===== src/rtl/mouse_ps2_pkg.sv =====
// Shared PS/2 mouse definitions: receiver state encoding, error codes and protocol bytes.
// Used by the receiver and by the master/transmitter side.
package mouse_ps2_pkg;

    typedef enum logic [2:0] {
        RX_IDLE,
        RX_DATA,
        RX_PARITY,
        RX_STOP,
        RX_DONE
    } rx_state_e;

    localparam logic [1:0] ERR_NONE   = 2'b00;
    localparam logic [1:0] ERR_PARITY = 2'b01;
    localparam logic [1:0] ERR_STOP   = 2'b10;

    localparam logic [7:0] CMD_RESET        = 8'hFF;
    localparam logic [7:0] CMD_ENABLE_REP   = 8'hF4;
    localparam logic [7:0] RSP_ACK          = 8'hFA;
    localparam logic [7:0] RSP_SELFTEST_OK  = 8'hAA;

    // Odd parity over data+parity bit; stop bit must be 1.
    function automatic logic [1:0] frame_err(input logic [7:0] dat, input logic par, input logic stp);
        return {~stp, ~(^{dat, par})};
    endfunction

endpackage


===== src/rtl/ps2_line_sync.sv =====
// Synchronises the PS/2 clock and data lines and emits a registered falling-edge strobe
// with the data level captured in the same cycle. Latency: SYNC_STAGES+1 cycles. No backpressure.
module ps2_line_sync #(
    parameter int SYNC_STAGES = 2
) (
    input  logic clk_i,
    input  logic rst_n_i,
    input  logic ps2_clk_i,
    input  logic ps2_dat_i,
    output logic dat_o,
    output logic fall_o
);

    logic [SYNC_STAGES-1:0] clk_sync_q;
    logic [SYNC_STAGES-1:0] dat_sync_q;
    logic                   clk_prev_q;
    logic                   fall_q;
    logic                   dat_q;

    always_ff @(posedge clk_i or negedge rst_n_i) begin
        if (!rst_n_i) begin
            clk_sync_q <= '1;
            dat_sync_q <= '1;
            clk_prev_q <= 1'b1;
            fall_q     <= 1'b0;
            dat_q      <= 1'b1;
        end else begin
            clk_sync_q <= {clk_sync_q[SYNC_STAGES-2:0], ps2_clk_i};
            dat_sync_q <= {dat_sync_q[SYNC_STAGES-2:0], ps2_dat_i};
            clk_prev_q <= clk_sync_q[SYNC_STAGES-1];
            fall_q     <= clk_prev_q & ~clk_sync_q[SYNC_STAGES-1];
            dat_q      <= dat_sync_q[SYNC_STAGES-1];
        end
    end

    assign dat_o  = dat_q;
    assign fall_o = fall_q;

endmodule


===== src/rtl/mouse_ps2_receiver.sv =====
// PS/2 device-to-host byte receiver: deframes 11-bit frames, strobes BYTE_READY for one cycle per frame.
// Latency: strobe a few cycles after the stop-bit falling edge. Gated by READ_ENABLE; optional MOUSE_RX_WATCHDOG_EN.
module mouse_ps2_receiver
    import mouse_ps2_pkg::*;
#(
    parameter int TIMEOUT_CYCLES = 50000,
    parameter int SYNC_STAGES    = 2
) (
    input  logic       CLK,
    input  logic       RESET_N,
    input  logic       CLK_MOUSE_IN,
    input  logic       DATA_MOUSE_IN,
    input  logic       READ_ENABLE,
    output logic [7:0] BYTE_READ,
    output logic [1:0] BYTE_ERROR_CODE,
    output logic       BYTE_READY
);

    rx_state_e  state_q, state_d;
    logic [7:0] shift_q, shift_d;
    logic [2:0] bit_cnt_q, bit_cnt_d;
    logic       par_q, par_d;
    logic       stop_q, stop_d;
    logic [7:0] byte_q, byte_d;
    logic [1:0] err_q, err_d;
    logic       rdy_q, rdy_d;
    logic       fall, dat;

    ps2_line_sync #(.SYNC_STAGES(SYNC_STAGES)) u_sync (
        .clk_i    (CLK),
        .rst_n_i  (RESET_N),
        .ps2_clk_i(CLK_MOUSE_IN),
        .ps2_dat_i(DATA_MOUSE_IN),
        .dat_o    (dat),
        .fall_o   (fall)
    );

`ifdef MOUSE_RX_WATCHDOG_EN
    localparam int WD_W = $clog2(TIMEOUT_CYCLES + 1);
    logic [WD_W-1:0] wd_q, wd_d;
    logic            wd_expired;

    assign wd_d       = (fall || state_q == RX_IDLE) ? '0 : wd_q + 1'b1;
    assign wd_expired = (state_q == RX_DATA || state_q == RX_PARITY || state_q == RX_STOP)
                        && !fall && (wd_q >= WD_W'(TIMEOUT_CYCLES - 1));

    always_ff @(posedge CLK or negedge RESET_N) begin
        if (!RESET_N) wd_q <= '0;
        else          wd_q <= wd_d;
    end
`endif

    always_comb begin
        state_d   = state_q;
        shift_d   = shift_q;
        bit_cnt_d = bit_cnt_q;
        par_d     = par_q;
        stop_d    = stop_q;
        byte_d    = byte_q;
        err_d     = err_q;
        rdy_d     = 1'b0;
        if (!READ_ENABLE) begin
            // Master abandoned the transfer: drop any partial frame and present a clean code.
            state_d = RX_IDLE;
            err_d   = ERR_NONE;
        end else begin
            unique case (state_q)
                RX_IDLE: if (fall && !dat) begin
                    state_d   = RX_DATA;
                    bit_cnt_d = '0;
                    shift_d   = '0;
                end
                RX_DATA: if (fall) begin
                    shift_d[bit_cnt_q] = dat;
                    bit_cnt_d          = bit_cnt_q + 3'd1;
                    if (bit_cnt_q == 3'd7) state_d = RX_PARITY;
                end
                RX_PARITY: if (fall) begin
                    par_d   = dat;
                    state_d = RX_STOP;
                end
                RX_STOP: if (fall) begin
                    stop_d  = dat;
                    state_d = RX_DONE;
                end
                RX_DONE: begin
                    byte_d  = shift_q;
                    err_d   = frame_err(shift_q, par_q, stop_q);
                    rdy_d   = 1'b1;
                    state_d = RX_IDLE;
                end
                default: state_d = RX_IDLE;
            endcase
`ifdef MOUSE_RX_WATCHDOG_EN
            if (wd_expired) state_d = RX_IDLE;
`endif
        end
    end

    always_ff @(posedge CLK or negedge RESET_N) begin
        if (!RESET_N) begin
            state_q   <= RX_IDLE;
            shift_q   <= '0;
            bit_cnt_q <= '0;
            par_q     <= 1'b0;
            stop_q    <= 1'b0;
            byte_q    <= '0;
            err_q     <= ERR_NONE;
            rdy_q     <= 1'b0;
        end else begin
            state_q   <= state_d;
            shift_q   <= shift_d;
            bit_cnt_q <= bit_cnt_d;
            par_q     <= par_d;
            stop_q    <= stop_d;
            byte_q    <= byte_d;
            err_q     <= err_d;
            rdy_q     <= rdy_d;
        end
    end

    assign BYTE_READ       = byte_q;
    assign BYTE_ERROR_CODE = err_q;
    assign BYTE_READY      = rdy_q;

endmodule


===== config.mk =====
export PLATFORM = sky130hd
export DESIGN_NAME = mouse_ps2_receiver
export DESIGN_NICKNAME = d
export VERILOG_FILES = /design/src/rtl/mouse_ps2_pkg.sv /design/src/rtl/ps2_line_sync.sv /design/src/rtl/mouse_ps2_receiver.sv
export SDC_FILE = /design/constraint.sdc
export NUM_CORES = 1
export LEC_CHECK = 0
export CAP_MARGIN = 20
export CORE_MARGIN = 3
export CORE_UTILIZATION = 55
export DETAILED_ROUTE_END_ITERATION = 8
export GPL_TIMING_DRIVEN = 0
export HOLD_SLACK_MARGIN = 0.03
export PLACE_DENSITY = 0.78
export SLEW_MARGIN = 15
export SYNTH_ARGS = -nofsm -noshare
export SYNTH_HDL_FRONTEND = slang
export SYNTH_SLANG_ARGS = --single-unit

===== constraint.sdc =====
create_clock -name CLK -period 1.99 [get_ports CLK]
set_input_delay 0.597 -clock CLK [delete_from_list [all_inputs] [get_ports CLK]]
set_output_delay 0.597 -clock CLK [all_outputs]
set_load 0.05 [all_outputs]

Word level (Yosys, flattened, before mapping)
Cells that the tools add are included.
{ "totals": {"reg_bits": 34, "word_cells": 64} }
{ "op_classes": {"addsub": 1, "order_cmp": 2, "eq_ne": 13, "muxes": 20, "n_bitwise": 4, "n_reduce_logical": 11} }
{ "op_table": {"columns": ["op", "n"], "rows": [
  ["3-bit two-way mux", 8],
  ["8-bit two-way mux", 2],
  ["8-bit one-hot mux with 2 select lines", 1],
  ["3-bit one-hot mux with 4 select lines", 1],
  ["3-bit by 2-bit != test with 1-bit output (second input constant)", 3],
  ["9-bit XOR reduction", 1],
  ["8-bit bitwise mux", 1],
  ["3-bit by 2-bit == test with 1-bit output (second input constant)", 2],
  ["3-bit == test (second input constant)", 2],
  ["3-bit != test (second input constant)", 2],
  ["3-bit one-hot mux with 2 select lines", 1],
  ["3-bit AND reduction", 2],
  ["5-bit AND reduction", 1],
  ["3-bit by 4-bit < comparator with 1-bit output (second input constant)", 1],
  ["2-bit two-way mux", 2],
  ["2-bit by 1-bit != test with 1-bit output (second input constant)", 2],
  ["4-bit AND reduction", 1],
  ["3-bit by 1-bit adder with 3-bit output (second input constant)", 1],
  ["1-bit demux with 3-bit select", 1],
  ["3-bit by 1-bit == test with 1-bit output (second input constant)", 1],
  ["3-bit by 1-bit >= comparator with 1-bit output (second input constant)", 1],
  ["3-bit zero test", 1],
  ["1-bit two-way mux", 3],
  ["1-bit inverter", 3],
  ["6 further kinds", 7]
]} }

Depth between registers and ports, before layout
Gate-level depths: netlist of the first run.
{ "depth": {"word_depth": 7, "ltp_mapped": 5, "ltp_nobuf": 5} }

By module
Synthesis of the first run repeated with hierarchy kept, for this count alone.
{ "unflattened": {"cells_unflattened": 122, "hier_area_um2": 1473.9} }
{ "modules_own_cells": {"columns": ["module", "instances", "cells_per_inst", "area_each_um2"], "rows": [
  ["mouse_ps2_receiver", 1, 114, 1277.5],
  ["ps2_line_sync", 1, 8, 196.4]
]} }

Worst setup path before layout of the first run
OpenSTA, ideal clock, no wires.
{ "synth_timing": {"kind": "in2reg", "start": "input port READ_ENABLE", "end": "register shift_q[0]", "setup_time_ns": 0.104, "t_arrival_ns": 1.664, "setup_slack_ns": 0.223, "stages": 5, "n_path_buf": 1, "cell_sequence": "nor2b_1 -> o2111ai_1 -> or3_1 -> buf_2 -> o41ai_2"} }
{ "synth_via": {"elab_chain_cells": 1} }
{ "synth_rtl": {"columns": ["element", "line", "source"], "rows": [
  ["start: declaration", "mouse_ps2_receiver.sv:13", "input logic READ_ENABLE,"],
  ["4-bit AND reduction (no line)", null, null],
  ["end signal: assignment", "mouse_ps2_receiver.sv:112", "shift_q <= shift_d;"],
  ["end: declaration", "mouse_ps2_receiver.sv:20", "logic [7:0] shift_q, shift_d;"]
]} }
No other way between the ends.
A chain may end at the register's enable or synchronous reset.

Worst setup path in the final report of the first run
{ "layout_timing": {"start": "register state_q[1]", "end": "register shift_q[5]"} }
{ "layout_via": {"elab_chain_cells": 3, "word_cells_on_any_way": 7, "cone_classes": "eq/ne (3); mux (1); reduce/logical (3)"} }
{ "layout_rtl": {"columns": ["element", "line", "source"], "rows": [
  ["start: declaration", "mouse_ps2_receiver.sv:19", "rx_state_e state_q, state_d;"],
  ["start signal: assignment", "mouse_ps2_receiver.sv:111", "state_q <= state_d;"],
  ["3-bit by 1-bit == test with 1-bit output or 3-bit zero test (tied branches)", "mouse_ps2_receiver.sv:67", "unique case (state_q)"],
  ["2-bit by 1-bit != test with 1-bit output (no line), or another cell as far along", null, null],
  ["4-bit AND reduction (no line)", null, null]
]} }
Several ways; a longest one is shown, not always the timed one.

==> impl_results.md, run 1 <==
* Critical Path Max Stage Delay at 0.48 ns
* Global-route wire length before repair at 4754 µm
* Reg2Reg Launch Point: state_q[1]
* Avg Vias per Cell at 5.630
* Most common cell on crit path: buf_2
* Num CTS Buffers at 5
* Slowest-stage cell, CP: dfrtp_1
* I/O Buffers at 15
* Max VDD drop at 572.2 µV
* Total wire length at 2626 µm
* Final Skew at 0.01331 ns
* Worst-Margin Slew at 0.7162 ns
* Synth warn at 0
* DR pass1 iterations at 4
* Register Area at 858.3 µm²
* Hpwl dp at 1878 µm
* Clk sinks at 34
* Seq cells post-synth at 34
* Peak Freq at 529.8 MHz
* Top cell type by total area after synthesis: dfrtp_1
* Kind of critical path: flip-flop to flip-flop
* Final number of hold-violating endpoints at 0
* Unique masters post-synth at 30
* Area contributors post-synth: dfrtp_1 (46%), dfstp_2 (10%), mux2_1 (6.7%), o41ai_2 (5.4%), o21ai_1 (3.6%)
* Max_cap viols at 0
* Min Tclk post-route at 1.888 ns
* RePlAce Congestion at 0.7623
* CTS clk-pin slew, worst paths at 0.10 ns
* Total congestion overflow at 0
* Hold-fix buffers, CTS at 0
* Antenna cells at 0
* Die area at 3416 µm²
* Worst slew margin at 52.26%
* Mapped Nets at 134
* Wire per inst at 14.51 µm
* Unrepaired setup endpoints after global routing: no
* Final nets at 157
* Top-Level Pins at 16
* Top cell type's share of synthesized area at 46.32%
* Run status: complete, no violations
* Fillers at 201
* Clock latency on the worst-skew pair at 0.34 ns
* PnR worst setup slack at 0.1024 ns
* Period utilization at 94.85%
* Core area at 2545 µm²
* H-tree depth at 2
* Initial core utilization at 59.44%
* P_leak at 0.8752 nW
* Via count at 1019
* Final setup violation count at 0
* Gr usage total at 18.71%
* Area of the mapped netlist at 1513 µm²
* Dpl ws at -0.5559 ns
* Worst path bufs/invs at 2
* CP endpoint kind: flip-flop
* Min-Delay Path Class: input port to async pin
* Syn_area_per_cell at 11.91 µm²
* DRT iter0 DRCs at 20
* Worst path cell trace: or3b_1 > buf_2 > or3_1 > buf_2 > o41ai_2
* Worst Path Arrival at 2.11 ns
* Largest net degree at the start of global routing at 35
* Root buffer cell: clkbuf_4
* DRC Markers at 0
* Crit-path max FO at 9
* Share of layout cells above drive strength 1 at 19.87%
* Finished Layout Cells at 181
* Sequential fraction of the synthesis area at 56.74%
* WP data required at 2.21 ns
* Worst setup SP type: flip-flop
* Slew Limit Fails at 0
* Number of synthesized flops with an enable pin at 0
* CP delay by family, top: simple AND/OR/NAND/NOR gates
* Power density over the cells at 667.2 nW/µm²
* Initial antenna violation count at 0
* Final Total Pwr at 1.184 mW
* Vias in the first global route at 988
* # placed instances at 172
* Vert. Die Dim at 58.45 µm
* Longest Clk Path Bufs at 2
* CTS tree: built
* Area of the multi-input gates at 620.6 µm²
* Cells after Synth at 127
* Die width at 58.45 µm
* Area growth, synth to finish at 17.29%
* Antenna viol nets, final at 0
* Ys flop type: dfrtp_1
* Cell row count at 18
* Worst Setup SP: state_q[1]
* FFs w/ async S/R, synth at 100.0%
[path summary, 6_finish.rpt]
check	cells past startpoint	endpoint	slack [ns]
max in group asynchronous	1	shift_q[4]	1.22
min in group CLK	0	u_sync.dat_sync_q[1]	0.36
max	5	shift_q[5]	0.10
min reg2reg	0	u_sync.dat_sync_q[1]	0.36
min	1	state_q[0]	0.30
max reg2reg	5	shift_q[5]	0.10
[timing repair]
item / CTS / global route
resized for setup: 13 / 3
hold endpoints to repair: 0 / 0
pin swaps: 1 / 0
setup buffers: 1 / 0
endpoints found under the setup margin: 19 / 8
[layout make-up]
cell class              instances  area share [%]
well taps                      30           2.116
repair buffers                 16           7.969
clock buffers                   6           2.891
clock inverters                 2          0.7052
multi-input cells              80           34.98
inverters                       6           1.269
flip-flops and latches         34           48.38
plain buffers                   7           1.693
[kinds of logic after synthesis]
logic type               count (synthesis)  share of synthesized area [%]
AO/OA/AOI/OAI                           35                          17.04
AND/OR/NAND/NOR                         26                          8.767
multiplexers                            10                          7.362
XOR/XNOR                                 7                          4.963
flip-flops                              34                          56.74
buffers and inverters                   13                          3.473
adder cells (fa/ha/maj)                  2                          1.654
[Yosys cell counts (all sizes together) (2+ instances only)]
library cell / count
dfrtp: 28
o21ai: 16
nand2: 12
mux2: 9
a31oi: 6
dfstp: 6
inv: 6
a21oi: 5
o41ai: 5
xnor2: 5
clkbuf: 4
buf: 3
nor2b: 3
and2: 2
ha: 2
nor3b: 2
o31ai: 2
[state kept, by name (all words and copies together) (netlist names), 2 cells and up]
name	flops
u_sync.clk_sync_q	2
u_sync.dat_sync_q	2
BYTE_READ	8
BYTE_ERROR_CODE	2
bit_cnt_q	3
shift_q	8
state_q	3
[stage by stage]
step                hold WS (ns)  utilization [%]  instance area, µm²  setup TNS, ns
finish                    0.3024            69.71                1774              0
global route              0.3340            69.71                1774              0
CTS                       0.3125            69.22                1762       -0.02209
detailed placement        0.3487            66.62                1695         -4.423
global placement          0.3459            66.81                1700         -12.05
floorplan                 0.3014                -                1513              0
[layout by cell type (no fill, tap or decap), drive strengths merged, types with 3 or more instances in the layout]
cell	synthesis	final
nand2	12	12
nor2b	3	3
mux2	9	9
a31oi	6	6
o41ai	5	5
clkbuf	4	10
o21ai	16	16
xnor2	5	5
dlygate4sd2	0	11
inv	6	6
dfstp	6	6
buf	3	5
dfrtp	28	28
a21oi	5	5
[report_power, final]
part	switching, mW	internal (mW)
Clock	0.225	0.170
Sequential	0.00930	0.708
Combinational	0.0483	0.0238
[per-layer routing]
metal  share of wire [%]  track usage, %
met2                  48           27.27
met4                 1.9           6.954
met1                  46           25.80
met3                 4.7           6.579
met5                   0               0
Note: power is estimated with default switching activity, not from simulation.
==> inputs of run 2 (changes only) <==
- CORE_MARGIN: 3 -> 1.5
==> impl_results.md, run 2 (same netlist as run 1, synthesis figures left out) <==
* Run status: complete, no violations
* Via count at 1031
* Pint at 900.5 µW
* Period utilization at 95.49%
* Sequential Power Share at 60.1%
* P_leak at 0.8638 nW
* Top-Level Pins at 16
* Clock power frac at 33.9%
* I/O Buffers at 15
* CTS tree: built
* Reg2Reg Launch Point: state_q[0]
* Flop2flop setup slack at 0.09 ns
* Num CTS Buffers at 5
* Unrepaired setup endpoints after global routing: no
* Die area at 3074 µm²
* Core area at 2545 µm²
* Worst-Margin Slew at 0.7293 ns
* Antenna viol nets, final at 0
* Final number of hold-violating endpoints at 0
* Total wire length at 2621 µm
* Cell row count at 18
* Root buffer cell: clkbuf_4
* Final Skew at 0.01381 ns
* Fin Setup TNS at 0 ns
* R2R Path End: shift_q[3]
* RePlAce Congestion at 0.8056
* Fraction of power spent switching nets at 24.65%
* Hpwl dp at 1801 µm
* Area growth, synth to finish at 17.29%
* Hold-fix buffers, CTS at 0
* Gr usage total at 19.88%
* Wire per inst at 14.56 µm
* Max VDD drop at 523.5 µV
* DR pass1 iterations at 4
* FF-to-FF path depth at 5
* Die width at 55.45 µm
* WP data required at 2.22 ns
* Largest net degree at the start of global routing at 35
* Min-Delay Path Class: input port to async pin
* Clk sinks at 34
* Final Total Pwr at 1.195 mW
* Total congestion overflow at 0
* Worst Path Arrival at 2.13 ns
* Final nets at 156
* Antenna cells at 0
* Power density over the cells at 673.7 nW/µm²
* Longest Clk Path Bufs at 2
* Sw Pwr at 294.7 µW
* Worst setup SP type: flip-flop
* DRT iter0 DRCs at 16
* Slew Limit Fails at 0
* Worst slew margin at 51.38%
* Max_cap viols at 0
* Global-route wire length before repair at 4712 µm
* Commonest non-fill, non-tap cell in the layout: dfrtp_1
* Final setup violation count at 0
* Initial core utilization at 59.44%
* Crit-path max FO at 9
* Most frequent cells in the layout: dfrtp_1 (28), nand2_1 (12), dlygate4sd2_1 (12)
* DRC Markers at 0
* Clock latency on the worst-skew pair at 0.34 ns
* Share of layout cells above drive strength 1 at 19.33%
* CTS clk-pin slew, worst paths at 0.11 ns
* Gate power share at 6.0%
* CP endpoint kind: flip-flop
* Initial antenna violation count at 0
* H-tree depth at 2
* Vert. Die Dim at 55.45 µm
* Vias in the first global route at 1045
* Avg Vias per Cell at 5.728
* Peak Freq at 526.3 MHz
* Kind of critical path: flip-flop to flip-flop
* Min Tclk post-route at 1.900 ns
-- run 2: how the worst max path moves through the flow --
stage,start,end,cells past startpoint
floorplan,READ_ENABLE,shift_q[0],5
global placement,READ_ENABLE,shift_q[5],6
detailed placement,READ_ENABLE,shift_q[3],6
CTS,state_q[0],shift_q[3],5
global route,state_q[0],shift_q[4],5
finish,state_q[0],shift_q[3],5
-- run 2: what timing repair did --
action	in CTS	in global routing
resized for setup	16	1
endpoints found under the setup margin	19	1
setup buffers	0	0
-- run 2: area by class of cell --
class	count	area [µm²]
tap	30	37.54
buffer	7	30.03
clock inverter	2	12.51
sequential	34	858.3
inverter	6	22.52
clock buffer	6	51.30
timing repair buffer	15	130.1
fill	189	770.7
multi-input combinational	80	631.9
-- run 2: power by group through the flow --
| stage | Sequential, mW | Combinational, mW | Clock, mW |
|---|---|---|---|
| finish | 0.718 | 0.0717 | 0.405 |
| global route | 0.720 | 0.0821 | 0.444 |
| detailed placement | 0.730 | 0.0705 | 0 |
| CTS | 0.718 | 0.0727 | 0.415 |
| global placement | 0.729 | 0.0692 | 0 |
| floorplan | 0.727 | 0.0410 | 0 |
-- run 2: worst max-delay path, cell delays in order, from the launching register on --
cell	delay (ns)
dfrtp_1	0.53
or3b_1	0.37
buf_2	0.17
or3_1	0.30
buf_2	0.20
o41ai_2	0.21
-- run 2: stage by stage --
step                      instances  hold slack, ns  cell area [µm²]  utilization, %  worst slack (ns)
final                           180          0.3010             1774           69.71           0.08984
after global routing            180          0.3543             1774           69.71           0.01559
after CTS                       180          0.3234             1769           69.52            0.1134
after detailed placement        172          0.3476             1695           66.62           -0.5165
after global placement          172          0.3460             1700           66.81           -0.4849
after floorplan                 127          0.3014             1513               -            0.2226
-- run 2: metal layers --
metal / part of all wire [%] / global-route usage [%]
met1: 45 / 24.84
met2: 47 / 29.93
met3: 5.4 / 6.323
met4: 2.4 / 12.20
met5: 0 / 0
